===== src/rtl/token_delay_pipe.sv =====
// Fixed-latency token pipeline: tokens emerge DEPTH cycles after acceptance, with a credit
// counter capping tokens in flight. Define TOKEN_PIPE_CHECK_EN to build the occupancy checker behind err.
module token_delay_pipe #(
  parameter int DEPTH        = 5,
  parameter int WIDTH        = 8,
  parameter int MAX_INFLIGHT = 1,
  localparam int CNT_W       = $clog2(MAX_INFLIGHT + 1)
) (
  input  logic             clk,
  input  logic             rst,
  input  logic             flush,
  input  logic             in_valid,
  input  logic [WIDTH-1:0] in_data,
  output logic             in_ready,
  output logic             out_valid,
  output logic [WIDTH-1:0] out_data,
  output logic [CNT_W-1:0] inflight,
  output logic             full,
  output logic             err
);

  localparam logic [CNT_W-1:0] MAX_CNT = CNT_W'(MAX_INFLIGHT);

  logic [DEPTH-1:0] vld_q, vld_d;
  logic [WIDTH-1:0] dat_q [DEPTH];
  logic [WIDTH-1:0] dat_d [DEPTH];
  logic [CNT_W-1:0] inflight_q, inflight_d;
  logic [CNT_W:0]   cnt_ext;
  logic             accept;

  always_comb begin
    in_ready = rst && (inflight_q < MAX_CNT) && !flush;
    accept   = in_valid && in_ready;
  end

  // Data moves only alongside a valid bit, so an idle or flushed slot never
  // overwrites what the consumer last saw on out_data.
  always_comb begin
    vld_d    = '0;
    dat_d    = dat_q;
    vld_d[0] = accept;
    if (accept) begin
      dat_d[0] = in_data;
    end
    for (int i = 1; i < DEPTH; i++) begin
      vld_d[i] = vld_q[i-1];
      if (vld_q[i-1] && !flush) begin
        dat_d[i] = dat_q[i-1];
      end
    end
    if (flush) begin
      vld_d = '0;
    end
  end

  always_comb begin
    cnt_ext = {1'b0, inflight_q} + {{CNT_W{1'b0}}, accept};
    if (out_valid && (cnt_ext != '0)) begin
      cnt_ext = cnt_ext - 1'b1;
    end
    if (cnt_ext > {1'b0, MAX_CNT}) begin
      cnt_ext = {1'b0, MAX_CNT};
    end
    inflight_d = flush ? '0 : cnt_ext[CNT_W-1:0];
  end

  always_ff @(posedge clk or negedge rst) begin
    if (!rst) begin
      vld_q      <= '0;
      inflight_q <= '0;
      for (int i = 0; i < DEPTH; i++) begin
        dat_q[i] <= '0;
      end
    end else begin
      vld_q      <= vld_d;
      dat_q      <= dat_d;
      inflight_q <= inflight_d;
    end
  end

  always_comb begin
    out_valid = vld_q[DEPTH-1];
    out_data  = dat_q[DEPTH-1];
    inflight  = inflight_q;
    full      = (inflight_q == MAX_CNT);
  end

`ifdef TOKEN_PIPE_CHECK_EN
  logic [6:0] pop_cnt;
  logic       mismatch;
  logic       err_q, err_d;

  always_comb begin
    pop_cnt = '0;
    for (int i = 0; i < DEPTH; i++) begin
      pop_cnt = pop_cnt + 7'(vld_q[i]);
    end
    mismatch = (pop_cnt != 7'(inflight_q)) || (pop_cnt > 7'(MAX_INFLIGHT));
    err_d    = flush ? 1'b0 : (err_q || mismatch);
  end

  always_ff @(posedge clk or negedge rst) begin
    if (!rst) begin
      err_q <= 1'b0;
    end else begin
      err_q <= err_d;
    end
  end

  assign err = err_q;
`else
  assign err = 1'b0;
`endif

endmodule


===== config.mk =====
export PLATFORM = sky130hd
export DESIGN_NAME = token_delay_pipe
export DESIGN_NICKNAME = d
export VERILOG_FILES = /design/src/rtl/token_delay_pipe.sv
export SDC_FILE = /design/constraint.sdc
export NUM_CORES = 1
export LEC_CHECK = 0
export ABC_AREA = 0
export CAP_MARGIN = 20
export CORE_UTILIZATION = 53
export CTS_BUF_LIST = sky130_fd_sc_hd__clkbuf_16
export DETAILED_ROUTE_END_ITERATION = 8
export PLACE_DENSITY = 0.74
export SLEW_MARGIN = 20
export SYNTH_ARGS = -nofsm -noshare
export SYNTH_HDL_FRONTEND = slang
export SYNTH_SLANG_ARGS = --single-unit

===== constraint.sdc =====
create_clock -name clk -period 1.85 [get_ports clk]
set_input_delay 0.37 -clock clk [delete_from_list [all_inputs] [get_ports clk]]
set_output_delay 0.37 -clock clk [all_outputs]
set_load 0.05 [all_outputs]

Yosys cells after proc, flatten, opt, wreduce, memory -nomap -nowiden
Cells that the tools add are included. Widths: inputs -> output; s select.

Flip-flop bits (word level): 46. Input port bits: 12. Output and inout port bits: 13.

Mux-type cells: 4. Add/sub/neg operators: 2. $lt $le $gt $ge: 2. Reduce and logical (&&, ||, !) cells: 10.

Operators by type and width (count): $logic_and 1x1->1 (8); $mux 5 (1); $add 1x1->2 (1); $gt 2x1->1 const B (1); $mux 1 (2); $mux 2 (1); $reduce_bool 2->1 (1); $sub 2x1->2 const B (1); $logic_not 1->1 (1); $lt 1x1->1 const B (1).

Depth between registers and ports, before layout
Gate-level depths: netlist (run 1).

Word-level depth: 11. Depth in mapped cells: 6. Depth with buffers taken out: 5.

Worst setup path before layout (run 1)
OpenSTA, ideal clock, no wires.

Path type: reg-to-output. Start point: register inflight_q (netlist: full). End point: output port in_ready. Path buffers: 0. Setup slack: -0.350 ns. Data arrival time: 1.830 ns. Stages on the path, launching flop included: 2. Required time: 1.480 ns. Path through: dfrtp_1 > nor3b_1.

Word-level cells in the longest chain between the ends: 3.

RTL lines: start, declared (RTL line 27) `logic [CNT_W-1:0] inflight_q, inflight_d;`; start signal, assigned (RTL line 77) `inflight_q <= inflight_d;`; $lt 1x1->1 (RTL line 32) `in_ready = rst && (inflight_q < MAX_CNT) && !flush;`; $logic_and 1x1->1 (2 in series) (RTL line 32); end, declared (RTL line 14) `output logic in_ready,`.

Every way passes these cells.

Final worst setup path (run 1)
Start point: register dat_q, in the netlist out_data[7]. End point: output port out_data[7].

RTL lines: start, declared (RTL line 25) `logic [WIDTH-1:0] dat_q [DEPTH];`; start signal, assigned (RTL line 76) `dat_q <= dat_d;`; end, declared (RTL line 16) `output logic [WIDTH-1:0] out_data,`.

No word-level cell between the ends.

==> results of run 1 <==
-- per-stage QoR --
stage	worst slack [ns]	hold slack (ns)	TNS (ns)
floorplan	0.0798	0.0744	0
global placement	0.0247	0.455	0
detailed placement	-0.0486	0.458	-0.0486
CTS	0.0557	0.161	0
global route	0.0241	0.164	0
finish	0.0676	0.147	0
-- flip-flops by register name, indices dropped and copies added (netlist names) --
register	flops
out_data	8
full	1
dat_q	32
vld_q	5
-- power by group --
part           total [W]  internal (W)  switching (W)  leakage [nW]
Sequential       0.00132       0.00121       0.000110         0.600
Combinational   0.000343      0.000220       0.000122         0.454
Clock           0.000811      0.000487       0.000324        0.0724
Total            0.00247       0.00192       0.000557          1.13
-- Yosys cell counts --
cell                       instances  share of area (%)
sky130_fd_sc_hd__a211oi_1          1               0.40
sky130_fd_sc_hd__and3b_1           1               0.47
sky130_fd_sc_hd__and4bb_1          1               0.67
sky130_fd_sc_hd__buf_2             4                1.1
sky130_fd_sc_hd__buf_4            10                4.0
sky130_fd_sc_hd__buf_6             1               0.60
sky130_fd_sc_hd__conb_1            1               0.20
sky130_fd_sc_hd__dfrtp_1          46                 62
sky130_fd_sc_hd__ha_1              2                1.3
sky130_fd_sc_hd__inv_1             4               0.81
sky130_fd_sc_hd__mux2_2           32                 19
sky130_fd_sc_hd__mux2_4            8                6.4
sky130_fd_sc_hd__nand2b_1          3                1.0
sky130_fd_sc_hd__nor2_1            1               0.20
sky130_fd_sc_hd__nor2b_1           2               0.67
sky130_fd_sc_hd__nor3b_1           1               0.40
sky130_fd_sc_hd__nor4bb_1          1               0.54
-- layout by cell type (no fill, tap or decap), types with 2 or more instances in the layout --
cell / n
sky130_fd_sc_hd__dfrtp_1: 45
sky130_fd_sc_hd__clkdlybuf4s50_1: 14
sky130_fd_sc_hd__buf_12: 3
sky130_fd_sc_hd__nor2b_1: 2
sky130_fd_sc_hd__mux2_2: 32
sky130_fd_sc_hd__clkbuf_16: 5
sky130_fd_sc_hd__nand2b_1: 3
sky130_fd_sc_hd__buf_4: 14
sky130_fd_sc_hd__mux2_4: 8
sky130_fd_sc_hd__ha_1: 2
sky130_fd_sc_hd__inv_1: 5
-- area by class of cell --
class | count | area (um^2)
Sequential cell | 46 | 1150
Fill cell | 256 | 1090
Multi-Input combinational cell | 54 | 596
Timing Repair Buffer | 32 | 310
Clock buffer | 5 | 125
Tap cell | 46 | 57.6
Inverter | 4 | 15.0
Clock inverter | 3 | 12.5
-- cells by family after synthesis --
logic type,count (synthesis),synth area share [%]
AND/OR/NAND/NOR,10,3.96
buffers and inverters,19,6.51
multiplexers,40,25.8
other,1,0.201
flip-flops,46,61.8
AO/OA/AOI/OAI,1,0.403
adder cells (fa/ha/maj),2,1.34
-- worst paths after layout --
kind | startpoint | end | slack [ns] | depth (start not counted)
setup / recovery | out_data[7]$_DFFE_PN0P_ | out_data[7] | 0.07 | 1
hold / removal | rst | out_data[4]$_DFFE_PN0P_ | 0.15 | 3
setup reg to reg | full$_DFF_PN0_ | full$_DFF_PN0_ | 0.29 | 5
min in group clk | dat_q[9]$_DFFE_PN0P_ | dat_q[9]$_DFFE_PN0P_ | 0.50 | 1
hold reg to reg | dat_q[9]$_DFFE_PN0P_ | dat_q[9]$_DFFE_PN0P_ | 0.50 | 1
max in group asynchronous | rst | dat_q[17]$_DFFE_PN0P_ | 1.29 | 3
-- worst reg2reg max path, cell delays in order, from the launching register on --
cell and delay (ns):
sky130_fd_sc_hd__dfrtp_2 0.45, sky130_fd_sc_hd__and4bb_1 0.30, sky130_fd_sc_hd__inv_1 0.05, sky130_fd_sc_hd__ha_1 0.28, sky130_fd_sc_hd__and3b_1 0.19, sky130_fd_sc_hd__a211oi_1 0.19
-- routing by layer --
layer | share of wire [%] | global-route usage, %
met1 | 45 | 22.5
met2 | 51 | 25.0
met3 | 3.0 | 4.41
met4 | 1.0 | 5.84
met5 | 0 | 0
==> summary.log, run 1 <==
[die] initial core utilization 55.4%
[die] vertical die dimension 61.3 um
[layout] number of standard cells in the layout, taps in and fillers out 190
[place] Cell Area, Placed 0.00213 mm^2
[clock_network] buffers inserted during post-CTS setup optimization 0
[critical_path] slowest cell on the critical path sky130_fd_sc_hd__clkdlybuf4s50_1
[logic_synthesis] area of the mapped netlist 0.00186 mm^2
[pwr] overall power after layout 0.00247 W
[clock_network] clock network latency to the later pin of the worst-skew pair 0.28 ns
[clock_network] CTS tree built
[logic_synthesis] synthesized flop and latch total 46
[layout] area of all placed cells without fillers 0.00227 mm^2
[die] standard-cell rows 21
[clock_network] clock transition at the registers of the reported paths 0.06 ns
[timing] final cycle utilization of the critical path 96.3%
[die] Total Die Area 0.00376 mm^2
[clock_network] clock tree root driver cell sky130_fd_sc_hd__clkbuf_16
[critical_path] required time at the endpoint of the critical path 1.48 ns
[clock_network] maximum level of the CTS H-tree 2
[die] die extent in x 61.3 um
[clock_network] post_cts resized 0
[critical_path] Arr. time, crit path 1.41 ns
[timing] Final Hold Fails 0
[pwr] Peak VDD IR 0.000689 V
[clock_network] largest buffer count on any clock path 2
[clock_network] number of hold buffers added after CTS 0
[logic_synthesis] synth unique cells 17
[place] count of port buffers added during placement 23
[logic_synthesis] Syn Inst Count 119
[routing] DRC marker count from the first detailed-route iteration 5
[routing] number of nets with antenna violations after detailed routing 0
[grt] wire length of the first global-routing pass 4260 um
[place] Post-Place Cells 182
[status] outcome finished, final reports clean
[routing] detail-routed net length per standard cell 13.6 um
[grt] maximum number of pins on one net before global-route repair 37
[die] Ports 25
[run] number of violations of the max-capacitance limit 0
[grt] initial antenna violation count 0
[critical_path] crit-path cells clkdlybuf4s50_1
[timing] clock tree skew after final layout 0.00274 ns
[critical_path] sort of element at the end of the critical path primary output
[die] Placeable Area 0.00336 mm^2
[critical_path] WP buf/inv 1
[clock_network] number of clock sinks 46
[logic_synthesis] sequential fraction of the synthesis area 61.8%
[timing] final period demand of the worst path 1.78 ns
[grt] aggregate global-route resource usage 16.3%
[routing] DRT Wirelength 2590 um
[timing] unrepaired setup endpoints after global routing false
[timing] number of max-slew violations in the final report 0
[routing] # DRC 0
[critical_path] maximum fanout count along the critical path 2
[clock_network] cts bufs inserted 5
[logic_synthesis] Avg Synthesized Cell Area 15.7 um^2
[critical_path] type of the setup path with the least slack reg -> out
[grt] GRT overflow 0
[grt] via count of the first global-routing pass 867
[min_path] class of the tightest hold or removal check in -> async
[pwr] Power per Cell Area 1090 mW/mm^2
[critical_path] biggest cell delay along the critical path 0.80 ns
[critical_path] crit-path leading delay family buffers and inverters
[place] half-perimeter wire length after placement 1830 um
[critical_path] Critical Path Source Type flip-flop
[layout] utilization after layout 67.4%
[layout] layout overhead on the synthesized area 21.8%
[routing] detailed-router iteration count before antenna repair 3
[place] RD Place Congestion 0.756
[layout] nets 157
[layout] fraction of layout instances using a drive strength above 1 45.8%
[layout] Diodes inserted 0
[routing] total via count after detailed routing 912
[timing] Max Fclk 0.561 GHz
[timing] final setup vio count 0
[logic_synthesis] number of warning messages in the yosys log 0
[logic_synthesis] Post-Synthesis Net Count 133
[pwr] leakage 1.13 nW
[routing] detailed-route vias per instance 4.80
(Power assumes the default switching activity.)
==> inputs of run 2 (changes only) <==
Settings changed: GPL_TIMING_DRIVEN set to 0.
==> run 2 against run 1 <==
Utilization rose by 3.1 points. Highest routed layer unchanged. Critical endpoint is now inflight. Critical path type unchanged. Largest cell class unchanged. Die area did not move. Non-clock buffer count rose by 11.
==> summary.log, run 2 (synthesis gave the netlist of run 1 again) <==
[status] outcome finished, final reports clean
[die] die extent in x 61.3 um [unchanged]
[pwr] Peak VDD IR 0.000737 V [+7.0%]
[layout] FF/Latch Area 0.00115 mm^2 [unchanged]
[critical_path] maximum fanout count along the critical path 7 [+5]
[place] half-perimeter wire length after placement 1940 um [+5.8%]
[critical_path] required time at the endpoint of the critical path 1.48 ns [about the same]
[min_path] worst min-delay path endpoint vld_q[0]$_DFF_PN0_
[layout] top library cells by usage in the layout, fill and taps aside 45 x sky130_fd_sc_hd__dfrtp_1, 32 x sky130_fd_sc_hd__mux2_2, 11 x sky130_fd_sc_hd__buf_4, 11 x sky130_fd_sc_hd__dlygate4sd2_1, 9 x sky130_fd_sc_hd__clkdlybuf4s50_1
[pwr] leakage 1.23 nW [+9.4%]
[clock_network] cts bufs inserted 5 [unchanged]
[critical_path] reg-to-reg critical path startpoint full$_DFF_PN0_
[pwr] part of the power in the clock network 36.8% [+4.0 points]
[grt] maximum number of pins on one net before global-route repair 22 [-41%]
[critical_path] Worst Reg2Reg Path Length in Cells 6 [+1]
[clock_network] maximum level of the CTS H-tree 2 [unchanged]
[layout] register name with the most flops dat_q
[routing] detailed-router iteration count before antenna repair 3 [unchanged]
[grt] via count of the first global-routing pass 958 [+10%]
[timing] unrepaired setup endpoints after global routing false
[clock_network] clock tree root driver cell sky130_fd_sc_hd__clkbuf_16
[die] Placeable Area 0.00336 mm^2 [unchanged]
[timing] final period demand of the worst path 1.71 ns [-0.0715 ns]
[pwr] switching power total 0.000583 W [+4.7%]
[critical_path] reg-to-reg setup timing slack 0.19 ns [-0.10 ns]
[timing] Relative slew margins 38.5%
[die] vertical die dimension 61.3 um [unchanged]
[grt] aggregate global-route resource usage 18.3% [+2.0 points]
[critical_path] end of the worst register-to-register path full$_DFF_PN0_
[pwr] internal power of the cells 0.00206 W [+7.7%]
[layout] Largest register FFs 32 [unchanged]
[grt] initial antenna violation count 0 [unchanged]
[clock_network] clock transition at the registers of the reported paths 0.06 ns [about the same]
[clock_network] clock network latency to the later pin of the worst-skew pair 0.28 ns [about the same]
[die] Total Die Area 0.00376 mm^2 [unchanged]
[place] count of port buffers added during placement 23 [unchanged]
[routing] total via count after detailed routing 974 [+6.8%]
[pwr] Power per Cell Area 1120 mW/mm^2 [+2.3%]
[pwr] overall power after layout 0.00265 W [+7.0%]
[routing] number of nets with antenna violations after detailed routing 0 [unchanged]
[routing] DRT Wirelength 2820 um [+9.0%]
[die] standard-cell rows 21 [unchanged]
[timing] final setup vio count 0 [unchanged]
[clock_network] CTS tree built
[timing] number of max-slew violations in the final report 0 [unchanged]
[pwr] Sw Ratio 22.0% [-0.49 points]
[timing] Hold WS 0.480 ns [+0.332 ns]
[critical_path] Critical Path Source Type flip-flop
[clock_network] largest buffer count on any clock path 2 [unchanged]
[layout] filler instances 257 [+0.39%]
[critical_path] type of the setup path with the least slack reg -> out
[layout] footprint of the multi-input gates 596 um^2 [unchanged]
[critical_path] Critical Path Source full$_DFF_PN0_
[clock_network] number of clock sinks 46 [unchanged]
[routing] DRC marker count from the first detailed-route iteration 8 [+3]
[layout] Diodes inserted 0 [unchanged]
[min_path] Hold Path Stages 3
[timing] Final Hold Fails 0 [unchanged]
[min_path] hold path startpoint rst
[grt] GRT overflow 0 [unchanged]
[pwr] portion of total power attributed to combinational logic 13.2% [-0.7 points]
[place] RD Place Congestion 0.694 [-8.2%]
[die] initial core utilization 55.4% [unchanged]
[timing] final cycle utilization of the critical path 92.5% [-3.9 points]
[layout] utilization after layout 70.5% [+3.1 points]
[min_path] class of the tightest hold or removal check in -> reg
[routing] detailed-route vias per instance 4.85 [+0.95%]
[die] Ports 25 [unchanged]
[layout] layout overhead on the synthesized area 27.3%
[critical_path] Arr. time, crit path 1.34 ns [-0.07 ns]
[timing] clock tree skew after final layout 0.00148 ns [-0.00126 ns]
[pwr] share of total power in sequential cells 50.0% [-3.3 points]
[layout] fraction of layout instances using a drive strength above 1 43.9% [-2.0 points]
[routing] # DRC 0 [unchanged]
[layout] commonest non-fill, non-tap cell in the layout sky130_fd_sc_hd__dfrtp_1
[timing] slew at the pin closest to its max-slew limit 0.920 ns
[grt] wire length of the first global-routing pass 4690 um [+9.9%]
[timing] Max Fclk 0.584 GHz [+4.2%]
[routing] detail-routed net length per standard cell 14.0 um [+3.1%]
[layout] nets 168 [+7.0%]
[critical_path] sort of element at the end of the critical path primary output
[run] number of violations of the max-capacitance limit 0 [unchanged]
[run 2: cell types whose count changed in the layout (fill, tap and decap cells not counted), sizes merged]
cell           before  now
clkdlybuf4s50      14    9
clkdlybuf4s15       0    1
bufinv              0    1
dlygate4sd3         0    3
clkinv              2    0
dlygate4sd2         0   11
clkinvlp            0    1
dlymetal6s2s        0    1
[run 2: power groups by stage]
stage	logic, W	clock network, W	registers [W]
3_5_place_dp	0.000351	0	0.00134
4_1_cts	0.000357	0.000997	0.00133
6_report	0.000350	0.000974	0.00132
2_1_floorplan	0.000254	0	0.00129
5_1_grt	0.000383	0.00104	0.00135
3_3_place_gp	0.000325	0	0.00132
[run 2: area by class of cell]
cell class                      instances  share of cell area (%)
Tap cell                               46                    2.43
Inverter                                4                   0.633
Timing Repair Buffer                   28                    11.8
Sequential cell                        46                    48.6
Clock buffer                            5                    5.27
Buffer                                 15                    4.48
Clock inverter                          3                    1.74
Multi-Input combinational cell         54                    25.1
[run 2: through the flow]
stage          setup TNS (ns)  instance area, um^2  cells  setup WS (ns)
5_1_grt                     0                 2370    201         0.0813
3_3_place_gp           -49.58                 2160    188          -1.98
3_5_place_dp            -1.70                 2170    189         -0.575
6_report                    0                 2370    201          0.139
4_1_cts                     0                 2360    200        0.00538
2_1_floorplan               0                 1870    119         0.0798
[run 2: worst max-delay path, stage by stage (launching register included)]
cell,delay [ns]
sky130_fd_sc_hd__dfrtp_2,0.43
sky130_fd_sc_hd__buf_4,0.12
sky130_fd_sc_hd__dlygate4sd2_1,0.51
[run 2: worst max path at each step]
stage	end	slack, ns	depth (start not counted)
2_1_floorplan	full$_DFF_PN0_	0.08	6
3_3_place_gp	in_ready	-1.98	3
3_5_place_dp	in_ready	-0.57	4
4_1_cts	out_valid	0.005	1
5_1_grt	full$_DFF_PN0_	0.08	7
6_report	inflight	0.14	2
[run 2: routing by layer]
layer	vias to the layer above	global-route usage [%]	share of wire, %
met5	-	0	0
met4	0	7.79	1.5
met3	5	6.30	3.6
met2	19	29.5	51
met1	490	22.5	43
li1	460	-	-
[run 2: timing repair]
action,4_1_cts,5_1_grt
endpoints found under the setup margin,12,2
buffers inserted,0,1
endpoints found under the hold margin,20,0
hold buffers,3,0
resized for setup,16,1
==> inputs of run 3 (changes only) <==
Settings changed: CORE_UTILIZATION 53 to 61, DONT_BUFFER_PORTS set to 1, MAX_ROUTING_LAYER set to met4.
==> run 3 against run 2 <==
The flow now finishes with violations (design-rule violations). Largest cell class unchanged. Sequential share of layout area increased by 5.8 points. Global-route usage barely moved. Largest power group unchanged. Combinational power shrank 15%. Worst hold slack lost 0.34 ns. Maximum frequency fell by 3.1%. Via count decreased by 8.3%. Sequential power hardly changed. Utilization increased by 4.6 points. Clock-buffer cell count did not move. Non-clock buffer count decreased by 25.
==> summary.log, run 3 (synthesis gave the netlist of run 1 again) <==
[routing] detailed-route vias per instance 5.55 [+14%]
[routing] detailed-router iteration count before antenna repair 5 [+2]
[status] outcome complete, but fails checks
[clock_network] maximum level of the CTS H-tree 2 [unchanged]
[critical_path] required time at the endpoint of the critical path 1.48 ns [about the same]
[run] number of violations of the max-capacitance limit 0 [unchanged]
[timing] Worst Setup Slack, final 0.0851 ns [-0.0539 ns]
[die] Total Die Area 0.00328 mm^2 [-13%]
[timing] Max Fclk 0.567 GHz [-3.1%]
[clock_network] largest buffer count on any clock path 2 [unchanged]
[timing] final cycle utilization of the critical path 95.4% [+2.9 points]
[layout] area of all placed cells without fillers 0.00213 mm^2 [-10%]
[pwr] Power per Cell Area 1220 mW/mm^2 [+9.3%]
[pwr] leakage 1.07 nW [-13%]
[place] setup slack after placement -0.0702 ns [+0.505 ns]
[min_path] class of the tightest hold or removal check in -> reg
[timing] final setup vio count 0 [unchanged]
[clock_network] number of clock sinks 46 [unchanged]
[timing] unrepaired setup endpoints after global routing false
[die] vertical die dimension 57.3 um [-6.6%]
[grt] maximum number of pins on one net before global-route repair 47 [+110%]
[status] violations in the final reports design-rule violations
[pwr] Peak VDD IR 0.000980 V [+33%]
[grt] wire length of the first global-routing pass 4130 um [-12%]
[layout] filler instances 166 [-35%]
[place] Cell Area, Placed 0.00191 mm^2 [-12%]
[layout] top library cells by usage in the layout, fill and taps aside 45 x sky130_fd_sc_hd__dfrtp_1, 32 x sky130_fd_sc_hd__mux2_2, 11 x sky130_fd_sc_hd__buf_4
[layout] fraction of layout instances using a drive strength above 1 51.5% [+7.7 points]
[layout] Largest register FFs 32 [unchanged]
[critical_path] biggest cell delay along the critical path 0.58 ns [+0.07 ns]
[timing] number of max-slew violations in the final report 0 [unchanged]
[timing] Final Hold Fails 0 [unchanged]
[routing] DRC marker count from the first detailed-route iteration 14 [+6]
[timing] slew at the pin closest to its max-slew limit 0.562 ns [-0.358 ns]
[critical_path] maximum fanout count along the critical path 7 [unchanged]
[critical_path] type of the setup path with the least slack reg -> out
[place] count of port buffers added during placement 0 [-100%]
[grt] via count of the first global-routing pass 885 [-7.6%]
[timing] clock tree skew after final layout 0.00410 ns [+0.00262 ns]
[layout] commonest non-fill, non-tap cell in the layout sky130_fd_sc_hd__dfrtp_1
[critical_path] Critical Path Source Type flip-flop
[clock_network] clock network latency to the later pin of the worst-skew pair 0.28 ns [about the same]
[routing] # DRC 6 [+6]
[critical_path] sort of element at the end of the critical path primary output
[clock_network] cts bufs inserted 5 [unchanged]
[die] Placeable Area 0.00283 mm^2 [-16%]
[critical_path] WP buf/inv 0 [-2]
[clock_network] clock transition at the registers of the reported paths 0.06 ns [about the same]
[layout] nets 143 [-15%]
[timing] Relative slew margins 62.5% [+24 points]
[timing] final period demand of the worst path 1.76 ns [+0.0539 ns]
[die] initial core utilization 65.9% [+10 points]
[pwr] overall power after layout 0.00259 W [-2.1%]
[clock_network] CTS tree built
[layout] register name with the most flops dat_q
[layout] layout overhead on the synthesized area 14.1%
[die] Ports 25 [unchanged]
[critical_path] slowest cell on the critical path sky130_fd_sc_hd__dfrtp_4
[critical_path] crit-path cells nor3b_4
[timing] post-route setup TNS 0 ns [unchanged]
[die] standard-cell rows 19 [-9.5%]
[critical_path] Arr. time, crit path 1.39 ns [+0.05 ns]
[clock_network] clock tree root driver cell sky130_fd_sc_hd__clkbuf_16
[die] die extent in x 57.3 um [-6.6%]
[critical_path] crit-path leading delay family flip-flops
[grt] initial antenna violation count 0 [unchanged]
[place] half-perimeter wire length after placement 1570 um [-19%]
[grt] aggregate global-route resource usage 18.3% [about the same]
[routing] total via count after detailed routing 893 [-8.3%]
[layout] Diodes inserted 0 [unchanged]
[place] RD Place Congestion 0.655 [-5.5%]
[timing] Hold WS 0.144 ns [-0.336 ns]
[routing] DRT Wirelength 2330 um [-18%]
[routing] detail-routed net length per standard cell 14.5 um [+2.9%]
[grt] GRT overflow 0 [unchanged]
[routing] number of nets with antenna violations after detailed routing 0 [unchanged]
-- run 3: final cells by class --
| class | instances | area (um^2) | share of cell area (%) |
|---|---|---|---|
| clock buffers | 5 | 125 | 5.89 |
| flip-flops and latches | 46 | 1150 | 54.3 |
| repair buffers | 3 | 37.5 | 1.77 |
| well taps | 31 | 38.8 | 1.82 |
| clock inverters | 3 | 41.3 | 1.94 |
| multi-input cells | 54 | 607 | 28.5 |
| plain buffers | 15 | 106 | 5.00 |
| inverters | 4 | 15.0 | 0.706 |
-- run 3: power by group --
part	total (W)	leakage [nW]	internal (W)	switching, W
logic	0.000299	0.391	0.000197	0.000102
clock network	0.000974	0.0812	0.000631	0.000344
registers	0.00132	0.599	0.00121	0.000110
total	0.00259	1.07	0.00204	0.000555
-- run 3: path summary, 6_finish.rpt --
path                                       startpoint                      end  slack (ns)  cells past startpoint
worst max register to register         full$_DFF_PN0_           full$_DFF_PN0_        0.10                      6
worst min-delay path                            flush           full$_DFF_PN0_        0.14                      1
min in group asynchronous                         rst  out_data[0]$_DFFE_PN0P_        0.56                      2
worst min register to register  dat_q[11]$_DFFE_PN0P_  out_data[3]$_DFFE_PN0P_        0.50                      1
worst max-delay path                   full$_DFF_PN0_                 in_ready        0.09                      1
max in group asynchronous                         rst           full$_DFF_PN0_        1.06                      2
-- run 3: stage by stage --
stage | util, % | cells
after floorplan | - | 119
after global placement | 67.4 | 150
after detailed placement | 67.4 | 150
after CTS | 74.9 | 161
after global routing | 75.1 | 161
final | 75.1 | 161
-- run 3: per-layer routing --
metal	GRT usage, %	routed length, um	vias to the layer above
li1	-	-	413
met1	23.0	1050	442
met2	25.5	1050	30
met3	4.76	156	8
met4	13.6	70	0
met5	-	0	-
-- run 3: repair_timing --
action,CTS,global route
pin swaps,1,2
setup endpoints to repair,2,1
resized for setup,1,2
setup buffers,1,0
endpoints found under the hold margin,46,0
hold buffers,2,0
